[config.mk]
export PLATFORM = sky130hd
export DESIGN_NAME = pipe_elastic_reg
export DESIGN_NICKNAME = d
export VERILOG_FILES = /design/src/rtl/pipe_elastic_reg.sv
export SDC_FILE = /design/constraint.sdc
export NUM_CORES = 1
export LEC_CHECK = 0
export BUFFER_PORTS_ARGS = -buffer_cell sky130_fd_sc_hd__buf_2
export CORE_UTILIZATION = 52
export CTS_CLUSTER_DIAMETER = 150
export DETAILED_ROUTE_END_ITERATION = 7
export GPL_ROUTABILITY_DRIVEN = 0
export PLACE_DENSITY_LB_ADDON = 0.2
export SLEW_MARGIN = 20
export SYNTH_ARGS = -nofsm -noshare
export SYNTH_HDL_FRONTEND = slang
export SYNTH_SLANG_ARGS = --single-unit
[constraint.sdc]
create_clock -name clk -period 6.3 [get_ports clk]
set_clock_uncertainty 0.2 [all_clocks]
set_input_delay 0.945 -clock clk [delete_from_list [all_inputs] [get_ports clk]]
set_output_delay 0.945 -clock clk [all_outputs]
set_load 0.1 [all_outputs]
[src/rtl/pipe_elastic_reg.sv]
// pipe_elastic_reg
//   Elastic valid/ready pipeline register placed at a processor stage boundary.
//   It carries an opaque DATA_W payload. It has an optional skid entry, so it
//   can stream at full rate while in_ready stays registered.
//
//   Flush is synchronous. It squashes every held entry and any beat accepted
//   in the same cycle. A beat that fires in the flush cycle still belongs to
//   the downstream stage.
//
// Ports
//   clk         rising-edge clock
//   reset       asynchronous, active-high reset
//   in_valid    upstream has a payload
//   in_ready    this register can accept this cycle
//               (registered when SKID=1, combinational when SKID=0)
//   in_data     upstream payload
//   flush       squash all held entries
//   out_valid   main entry holds a valid payload
//   out_ready   downstream consumes this cycle
//   out_data    main entry payload
//   push_done   1-cycle pulse: a beat was accepted in the previous cycle
//   occupancy   number of valid entries (0..2)
//   drop_count  saturating count of entries discarded by flush
module pipe_elastic_reg #(
  parameter int DATA_W = 64,
  parameter int SKID   = 1,
  parameter int DROP_W = 8
) (
  input  logic              clk,
  input  logic              reset,
  input  logic              in_valid,
  output logic              in_ready,
  input  logic [DATA_W-1:0] in_data,
  input  logic              flush,
  output logic              out_valid,
  input  logic              out_ready,
  output logic [DATA_W-1:0] out_data,
  output logic              push_done,
  output logic [1:0]        occupancy,
  output logic [DROP_W-1:0] drop_count
);

  // One extra bit holds the unsaturated sum (at most 2^DROP_W + 1).
  localparam logic [DROP_W:0] DROP_MAX = {1'b0, {DROP_W{1'b1}}};

  logic              main_valid_r, main_valid_s;
  logic              skid_valid_r, skid_valid_s;
  logic [DATA_W-1:0] main_data_r,  main_data_s;
  logic [DATA_W-1:0] skid_data_r,  skid_data_s;
  logic              in_ready_r;
  logic              push_done_r;
  logic [1:0]        occupancy_r;
  logic [DROP_W-1:0] drop_count_r, drop_count_s;
  logic [1:0]        drops_s;
  logic [DROP_W:0]   drop_sum_s;
  logic              acc_s;
  logic              fire_s;
  logic              in_ready_s;

  // With a skid entry, ready is a flop and depends only on skid occupancy.
  // Without one, ready must look through to out_ready to avoid a bubble.
  assign in_ready_s = (SKID != 0) ? in_ready_r : (!main_valid_r || out_ready);
  assign acc_s      = in_valid && in_ready_s;
  assign fire_s     = main_valid_r && out_ready;

  assign in_ready   = in_ready_s;
  assign out_valid  = main_valid_r;
  assign out_data   = main_data_r;
  assign push_done  = push_done_r;
  assign occupancy  = occupancy_r;
  assign drop_count = drop_count_r;

  // Next-state selection for the main/skid entries and the per-cycle drop tally.
  always_comb begin
    main_valid_s = main_valid_r;
    main_data_s  = main_data_r;
    skid_valid_s = skid_valid_r;
    skid_data_s  = skid_data_r;
    drops_s      = 2'd0;
    if (flush) begin
      // A main entry that fires now is downstream's, so it is not counted as dropped.
      main_valid_s = 1'b0;
      skid_valid_s = 1'b0;
      drops_s      = {1'b0, main_valid_r && !fire_s} + {1'b0, skid_valid_r} + {1'b0, acc_s};
    end else if (SKID != 0) begin
      if (skid_valid_r) begin
        // in_ready is low while skid is full, so no accept can coincide here.
        if (fire_s) begin
          main_data_s  = skid_data_r;
          skid_valid_s = 1'b0;
        end else begin
          main_data_s  = main_data_r;
        end
      end else if (acc_s) begin
        if (!main_valid_r || fire_s) begin
          main_data_s  = in_data;
          main_valid_s = 1'b1;
        end else begin
          skid_data_s  = in_data;
          skid_valid_s = 1'b1;
        end
      end else if (fire_s) begin
        main_valid_s = 1'b0;
      end else begin
        main_valid_s = main_valid_r;
      end
    end else begin
      if (acc_s) begin
        main_data_s  = in_data;
        main_valid_s = 1'b1;
      end else if (fire_s) begin
        main_valid_s = 1'b0;
      end else begin
        main_valid_s = main_valid_r;
      end
    end
  end

  // Saturating accumulation of flush drops.
  always_comb begin
    drop_sum_s = {1'b0, drop_count_r} + (DROP_W + 1)'(drops_s);
    if (drop_sum_s > DROP_MAX) begin
      drop_count_s = DROP_MAX[DROP_W-1:0];
    end else begin
      drop_count_s = drop_sum_s[DROP_W-1:0];
    end
  end

  // State and registered status outputs.
  always_ff @(posedge clk or posedge reset) begin
    if (reset) begin
      main_valid_r <= 1'b0;
      skid_valid_r <= 1'b0;
      main_data_r  <= '0;
      skid_data_r  <= '0;
      in_ready_r   <= 1'b1;
      push_done_r  <= 1'b0;
      occupancy_r  <= 2'd0;
      drop_count_r <= '0;
    end else begin
      main_valid_r <= main_valid_s;
      skid_valid_r <= skid_valid_s;
      main_data_r  <= main_data_s;
      skid_data_r  <= skid_data_s;
      in_ready_r   <= !skid_valid_s;
      push_done_r  <= acc_s && !flush;
      occupancy_r  <= {1'b0, main_valid_s} + {1'b0, skid_valid_s};
      drop_count_r <= drop_count_s;
    end
  end

endmodule

==> flow_metrics.py, run 1 <==
metrics = {
    "worst_setup_path": {
        "critPathMaxFanout": 59,
        "reg2reg_from": "skid_valid_r",
        "crit_required_ns": 6.39,
        "r2r_end": "drop_count[3]",
        "crit_type": "reg2reg",
        "critPathMostFrequentCell": "fa_1",
        "path_cells": "buf_4 -> fa_1 -> and2_1 -> ha_1 -> fa_1 -> and4_1 -> nand2_1 -> nand3_1",
        "critPathTopFamily": "adder cells",
        "crit_arrival_ns": 3.49,
        "reg2regPathDepth": 8,
        "cp-end-kind": "flop",
        "critical_path_buf_inv_count": 1,
        "slowest_stage": "buf_4",
        "max_stage_delay_ns": 0.70,
        "cp-start-kind": "flop",
        "ff2ff_setup_slack_ns": 2.90,
    },
    "routing": {
        "wl_per_cell_um": 17.0,
        "dr.first_iter.drc_count": 162,
        "routed_via_density": 5.38,
        "drtAntennaViolNets": 0,
        "routed-via-count": 3840,
        "wirelength_um": 12100,
        "drt_pass1_iterations": 7,
        "drc": 11,
    },
    "clock_tree": {
        "cts_tree": "built",
        "htree_levels": 4,
        "clockBufferDepth": 2,
        "clk_latency_ns": 0.41,
        "tritoncts.num_buffers": 17,
        "clk_pin_slew_ns": 0.06,
        "cts-root-buf": "clkbuf_16",
        "postCtsSetupBuffers": 0,
        "cts-hold-fix-buffers": 0,
        "cts_num_sinks": 142,
        "cts_resized": 0,
    },
    "hold_path": {
        "worstHoldEndpoint": "out_data[53]",
        "hp-start": "out_data[53]",
        "hold_path.class": "reg2reg",
        "hold-path-cell-count": 1,
    },
    "sta": {
        "fmax_ghz": 0.294,
        "period_minus_slack_ns": 3.40,
        "postLayoutSetupSlackWorst_ns": 2.90,
        "final_max_slew_viol_count": 0,
        "relSlewSlack": 0.445,
        "hold_viol_final": 0,
        "final.setup.tns_ns": 0,
        "rsz0062_at_grt": "no",
        "setup_viol": 0,
        "fin_crit_sh": 0.540,
        "tightest_slew_ns": 0.833,
    },
    "yosys": {
        "avgSynthCellArea_sq_um": 15.3,
        "ys_ff_latch": 142,
        "synthCells": 409,
        "ys_seq_area_frac": 0.569,
        "synth.area.top_cells": "dfrtp_1 57%, mux2_2 34%, buf_6 1.3%, ha_1 0.80%, buf_4 0.72%",
        "synth_cell_type_count": 29,
        "mappedNetlistArea_sq_mm": 0.00624,
        "yosysTopAreaCell": "dfrtp_1",
        "yosys_warnings": 0,
        "synth_fp_nets": 484,
        "synth_top_cell_area_share": 0.565,
    },
    "place": {
        "io_buffer_count": 145,
        "dpl-instance-area_sq_mm": 0.00706,
        "dp.cells": 683,
        "place_hpwl_um": 8100,
        "dpl_worst_slack_ns": 2.88,
    },
    "die": {
        "dieArea_sq_mm": 0.0124,
        "ios": 146,
        "initial_core_util": 0.540,
        "core.rowCount": 39,
        "die_w_um": 112,
        "core_sq_mm": 0.0116,
        "die_h_um": 112,
    },
    "pwr": {
        "leakage_nw": 3.57,
        "power_density_mw_per_mm2": 497,
        "vdd_drop_max_mv": 0.343,
    },
    "finish": {
        "final_cells": 714,
        "area.growth.synth_to_final_pct": 23.6,
        "insertedDiodeCount": 0,
        "stdcell_area_sq_mm": 0.00771,
        "fin_nets": 634,
        "mostFrequentLayoutCells": "188 x mux2_2, 145 x buf_2, 140 x dfrtp_1",
        "layout_commonest_cell": "mux2_2",
        "drive_gt1_frac": 0.658,
    },
    "global_route": {
        "antenna_found_initial": 1,
        "grt_max_degree": 78,
        "grt_pass1_vias": 4075,
        "grt.total_usage": 0.214,
        "grt_pass1_wl_um": 20500,
        "grt_overflow": 0,
    },
    "job": {
        "drv_cap": 0,
    },
    "outcome": {
        "status": "finished with violations",
        "violations": "design-rule violations",
    },
}
synthesized netlist by cell type (all sizes together):
| library cell | n |
|---|---|
| buf | 16 |
| ha | 4 |
| nor2b | 1 |
| dfrtp | 141 |
| a211oi | 1 |
| nand3b | 1 |
| a31oi | 2 |
| nor4b | 1 |
| nor2 | 5 |
| fa | 2 |
| inv | 7 |
| a21oi | 4 |
| dfstp | 1 |
| or3 | 3 |
| and3 | 2 |
| nor3 | 2 |
| and2 | 2 |
| nand2 | 5 |
| nand2b | 2 |
| mux2i | 1 |
| nand3 | 4 |
| o21ai | 3 |
| and4 | 1 |
| clkbuf | 5 |
| and2b | 1 |
| mux2 | 192 |
per-stage QoR:
step / util / hold WS (ns) / power, mW
after floorplan: - / 0.275 / 2.49
after global placement: 0.610 / 0.266 / 2.70
after detailed placement: 0.610 / 0.275 / 2.74
after CTS: 0.667 / 0.288 / 3.87
after global routing: 0.667 / 0.305 / 3.98
final: 0.667 / 0.284 / 3.83
routing by layer:
metal | wire length (um) | share of wire | vias to the layer above | GRT usage
met5 | 10 | 0.00083 | - | 0
met4 | 216 | 0.018 | 2 | 0.0838
met3 | 755 | 0.062 | 21 | 0.0708
met2 | 6060 | 0.50 | 101 | 0.355
met1 | 5070 | 0.42 | 1961 | 0.258
li1 | - | - | 1755 | -
where the power goes:
part	switching, mW	total [mW]	internal, mW
registers	0.137	1.29	1.16
logic	1.11	1.43	0.319
clock network	0.367	1.11	0.748
total	1.61	3.83	2.22
registers in the layout, indices dropped and copies added (netlist names):
| register | cells |
|---|---|
| drop_count | 8 |
| out_data | 64 |
| skid_valid_r | 1 |
| out_valid | 1 |
| push_done | 1 |
| skid_data_r | 64 |
| occupancy | 2 |
| in_ready | 1 |
layout make-up:
class / count / area [sq um]
fill: 862 / 3850
clock buffer: 19 / 443
multi-input combinational: 239 / 2510
tap: 143 / 179
timing repair buffer: 152 / 778
clock inverter: 12 / 216
inverter: 7 / 31.3
sequential: 142 / 3560
worst max-delay path by stage:
stage / slack [ns] / cells past startpoint / start / to
6_report: 2.90 / 8 / skid_valid_r / drop_count[3]
5_1_grt: 2.73 / 8 / skid_valid_r / drop_count[3]
4_1_cts: 2.87 / 8 / skid_valid_r / drop_count[3]
3_5_place_dp: 2.88 / 8 / skid_valid_r / drop_count[3]
3_3_place_gp: 2.96 / 8 / skid_valid_r / drop_count[6]
2_1_floorplan: 1.35 / 1 / reset / drop_count[0]
worst reg2reg max path: cells and delay by family, from the launching register on:
kind,cells,cell delay [ns]
buf+inv,1,0.70
simple gates,4,0.65
flops,1,0.55
fa+ha+maj,3,1.18
kinds of logic (layout without fill, tap and decap cells):
| group | after synthesis | after routing | synth area share |
|---|---|---|---|
| fa+ha+maj | 6 | 6 | 0.0144 |
| buf+inv | 28 | 190 | 0.0295 |
| flops | 142 | 142 | 0.569 |
| mux | 193 | 193 | 0.348 |
| compound gates | 10 | 10 | 0.0108 |
| simple gates | 30 | 30 | 0.0281 |
(Power assumes the default switching activity.)
==> inputs of run 2 (changes only) <==
CORE_UTILIZATION = 49   (was 52)
clock period = 2.9 ns   (was 6.3 ns; I/O delays follow)
==> run 2 against run 1 <==
The run now ends clean. Sequential power increased by 120%. Sequential cell count is the same. Clock power up 110%. Design area grew 1.1%. Worst hold slack worse by 0.22 ns. Combinational power up 120%. Die area is 6.0% higher. Count of clock-buffer cells in the layout increased by 6. Critical path type unchanged. Highest routed layer is now met4.
==> flow_metrics.py, run 2 (synthesis gave the netlist of run 1 again) <==
metrics = {
    "finish": {
        "mostFrequentLayoutCells": "188 x mux2_2, 145 x buf_2, 139 x dfrtp_1",
        "seqCellArea_sq_mm": 0.00356,
        "final_util": 0.638,
        "area.growth.synth_to_final_pct": 24.9,
        "multi_input_area_sq_mm": 0.00252,
        "insertedDiodeCount": 0,
        "fin_nets": 636,
        "nFillCells": 956,
        "drive_gt1_frac": 0.663,
        "final_cells": 741,
        "layout_commonest_cell": "mux2_2",
    },
    "clock_tree": {
        "postCtsSetupBuffers": 0,
        "clk_pin_slew_ns": 0.05,
        "cts-root-buf": "clkbuf_16",
        "cts_tree": "built",
        "clk_latency_ns": 0.41,
        "htree_levels": 4,
        "clockBufferDepth": 2,
        "tritoncts.num_buffers": 17,
        "cts_num_sinks": 142,
    },
    "pwr": {
        "vdd_drop_max_mv": 0.592,
        "leakage_nw": 3.58,
        "pwr-share-seq": 0.341,
        "p_clk_frac": 0.279,
        "comb_power_share": 0.380,
        "swShare": 0.423,
        "p_int_mw": 4.74,
        "p_switching_mw": 3.48,
        "power_density_mw_per_mm2": 1050,
    },
    "global_route": {
        "grt_pass1_wl_um": 19800,
        "grt.total_usage": 0.199,
        "grt_pass1_vias": 4107,
        "grt_overflow": 0,
        "antenna_found_initial": 0,
        "grt_max_degree": 66,
    },
    "worst_setup_path": {
        "path_cells": "nand2_2 -> inv_1 -> fa_1 -> and2_1 -> ha_1 -> fa_2 -> and4_1 -> a21oi_2 -> a31oi_1",
        "reg2regPathDepth": 9,
        "critical_path_depth": 9,
        "crit_required_ns": 2.98,
        "cp-start-kind": "flop",
        "slowest_stage": "dfstp_4",
        "crit_arrival_ns": 2.87,
        "critPathTopFamily": "adder cells",
        "cp-end-kind": "flop",
        "critical_path_buf_inv_count": 1,
        "critPathMaxFanout": 4,
        "crit_type": "reg2reg",
        "max_stage_delay_ns": 0.63,
    },
    "routing": {
        "wl_met1_um": 5030,
        "wl_met3_um": 747,
        "routed_via_density": 5.17,
        "drc": 0,
        "routed-via-count": 3834,
        "wirelength_um": 12100,
        "wl_met2_um": 6010,
        "routed.top_layer": "met4",
        "drt_pass1_iterations": 4,
        "drtAntennaViolNets": 0,
        "dr.first_iter.drc_count": 86,
        "wl_per_cell_um": 16.3,
    },
    "place": {
        "io_buffer_count": 145,
        "place_hpwl_um": 8010,
        "dp.cells": 709,
    },
    "sta": {
        "final_max_slew_viol_count": 0,
        "final.setup.tns_ns": 0,
        "relSlewSlack": 0.645,
        "hold_slack_ns": 0.0616,
        "fmax_ghz": 0.359,
        "tightest_slew_ns": 0.532,
        "hold_viol_final": 0,
        "setup_viol": 0,
        "rsz0062_at_grt": "no",
        "fin_crit_sh": 0.961,
        "period_minus_slack_ns": 2.79,
    },
    "die": {
        "ios": 146,
        "die_w_um": 115,
        "initial_core_util": 0.511,
        "die_h_um": 115,
        "core.rowCount": 40,
        "dieArea_sq_mm": 0.0132,
        "core_sq_mm": 0.0122,
    },
    "job": {
        "drv_cap": 0,
    },
    "hold_path": {
        "hold_path.class": "in2reg",
        "hold-path-cell-count": 2,
    },
    "outcome": {
        "status": "finished clean",
    },
}
run 2: cell count changes in the layout (fill, tap and decap cells not counted), moves of 2 or more:
cell,delta
buf_4,-3
clkbuf_8,+3
bufinv_16,-2
clkbuf_1,+3
nand2_1,-2
nand2_2,+2
clkinv_2,-2
buf_12,+4
run 2: area by class of cell:
cell class              count  share of cell area
repair buffers            154               0.108
flip-flops and latches    142               0.457
clock buffers              25              0.0636
inverters                   7             0.00385
well taps                 168              0.0270
multi-input cells         239               0.324
clock inverters             6              0.0167
run 2: power by group through the flow:
| stage | combinational [mW] | sequential [mW] | clock (mW) |
|---|---|---|---|
| 4_1_cts | 3.15 | 2.81 | 2.34 |
| 3_5_place_dp | 3.14 | 2.83 | 0 |
| 6_report | 3.12 | 2.81 | 2.29 |
| 3_3_place_gp | 3.08 | 2.80 | 0 |
| 2_1_floorplan | 0.686 | 4.72 | 0 |
| 5_1_grt | 3.24 | 2.88 | 2.41 |
run 2: stage by stage:
| step | instance area, sq um | power (mW) | setup WS, ns |
|---|---|---|---|
| after floorplan | 6260 | 5.41 | 0.0271 |
| after global placement | 7150 | 5.88 | 0.173 |
| after detailed placement | 7150 | 5.97 | 0.0708 |
| after CTS | 7790 | 8.29 | 0.0852 |
| after global routing | 7800 | 8.53 | 0.00218 |
| final | 7800 | 8.22 | 0.114 |
run 2: routing by layer:
metal | global-route usage | up-vias
met1 | 0.240 | 1948
met2 | 0.329 | 100
met5 | 0 | -
li1 | - | 1762
met3 | 0.0617 | 24
met4 | 0.0909 | 0
run 2: path summary, 6_finish.rpt:
path	from	to	slack [ns]
max reg2reg	in_ready	drop_count[6]	0.11
min reg2reg	out_data[55]	out_data[55]	0.29
min	in_data[14]	skid_data_r[14]	0.06
max	in_ready	drop_count[6]	0.11
max in group asynchronous	reset	in_ready	1.44
min in group asynchronous	reset	skid_data_r[63]	0.39
run 2: repair_timing:
item	CTS	global route
endpoints found under the setup margin	0	2
hold endpoints to repair	16	0
gates resized for setup	0	2
hold buffers	1	0
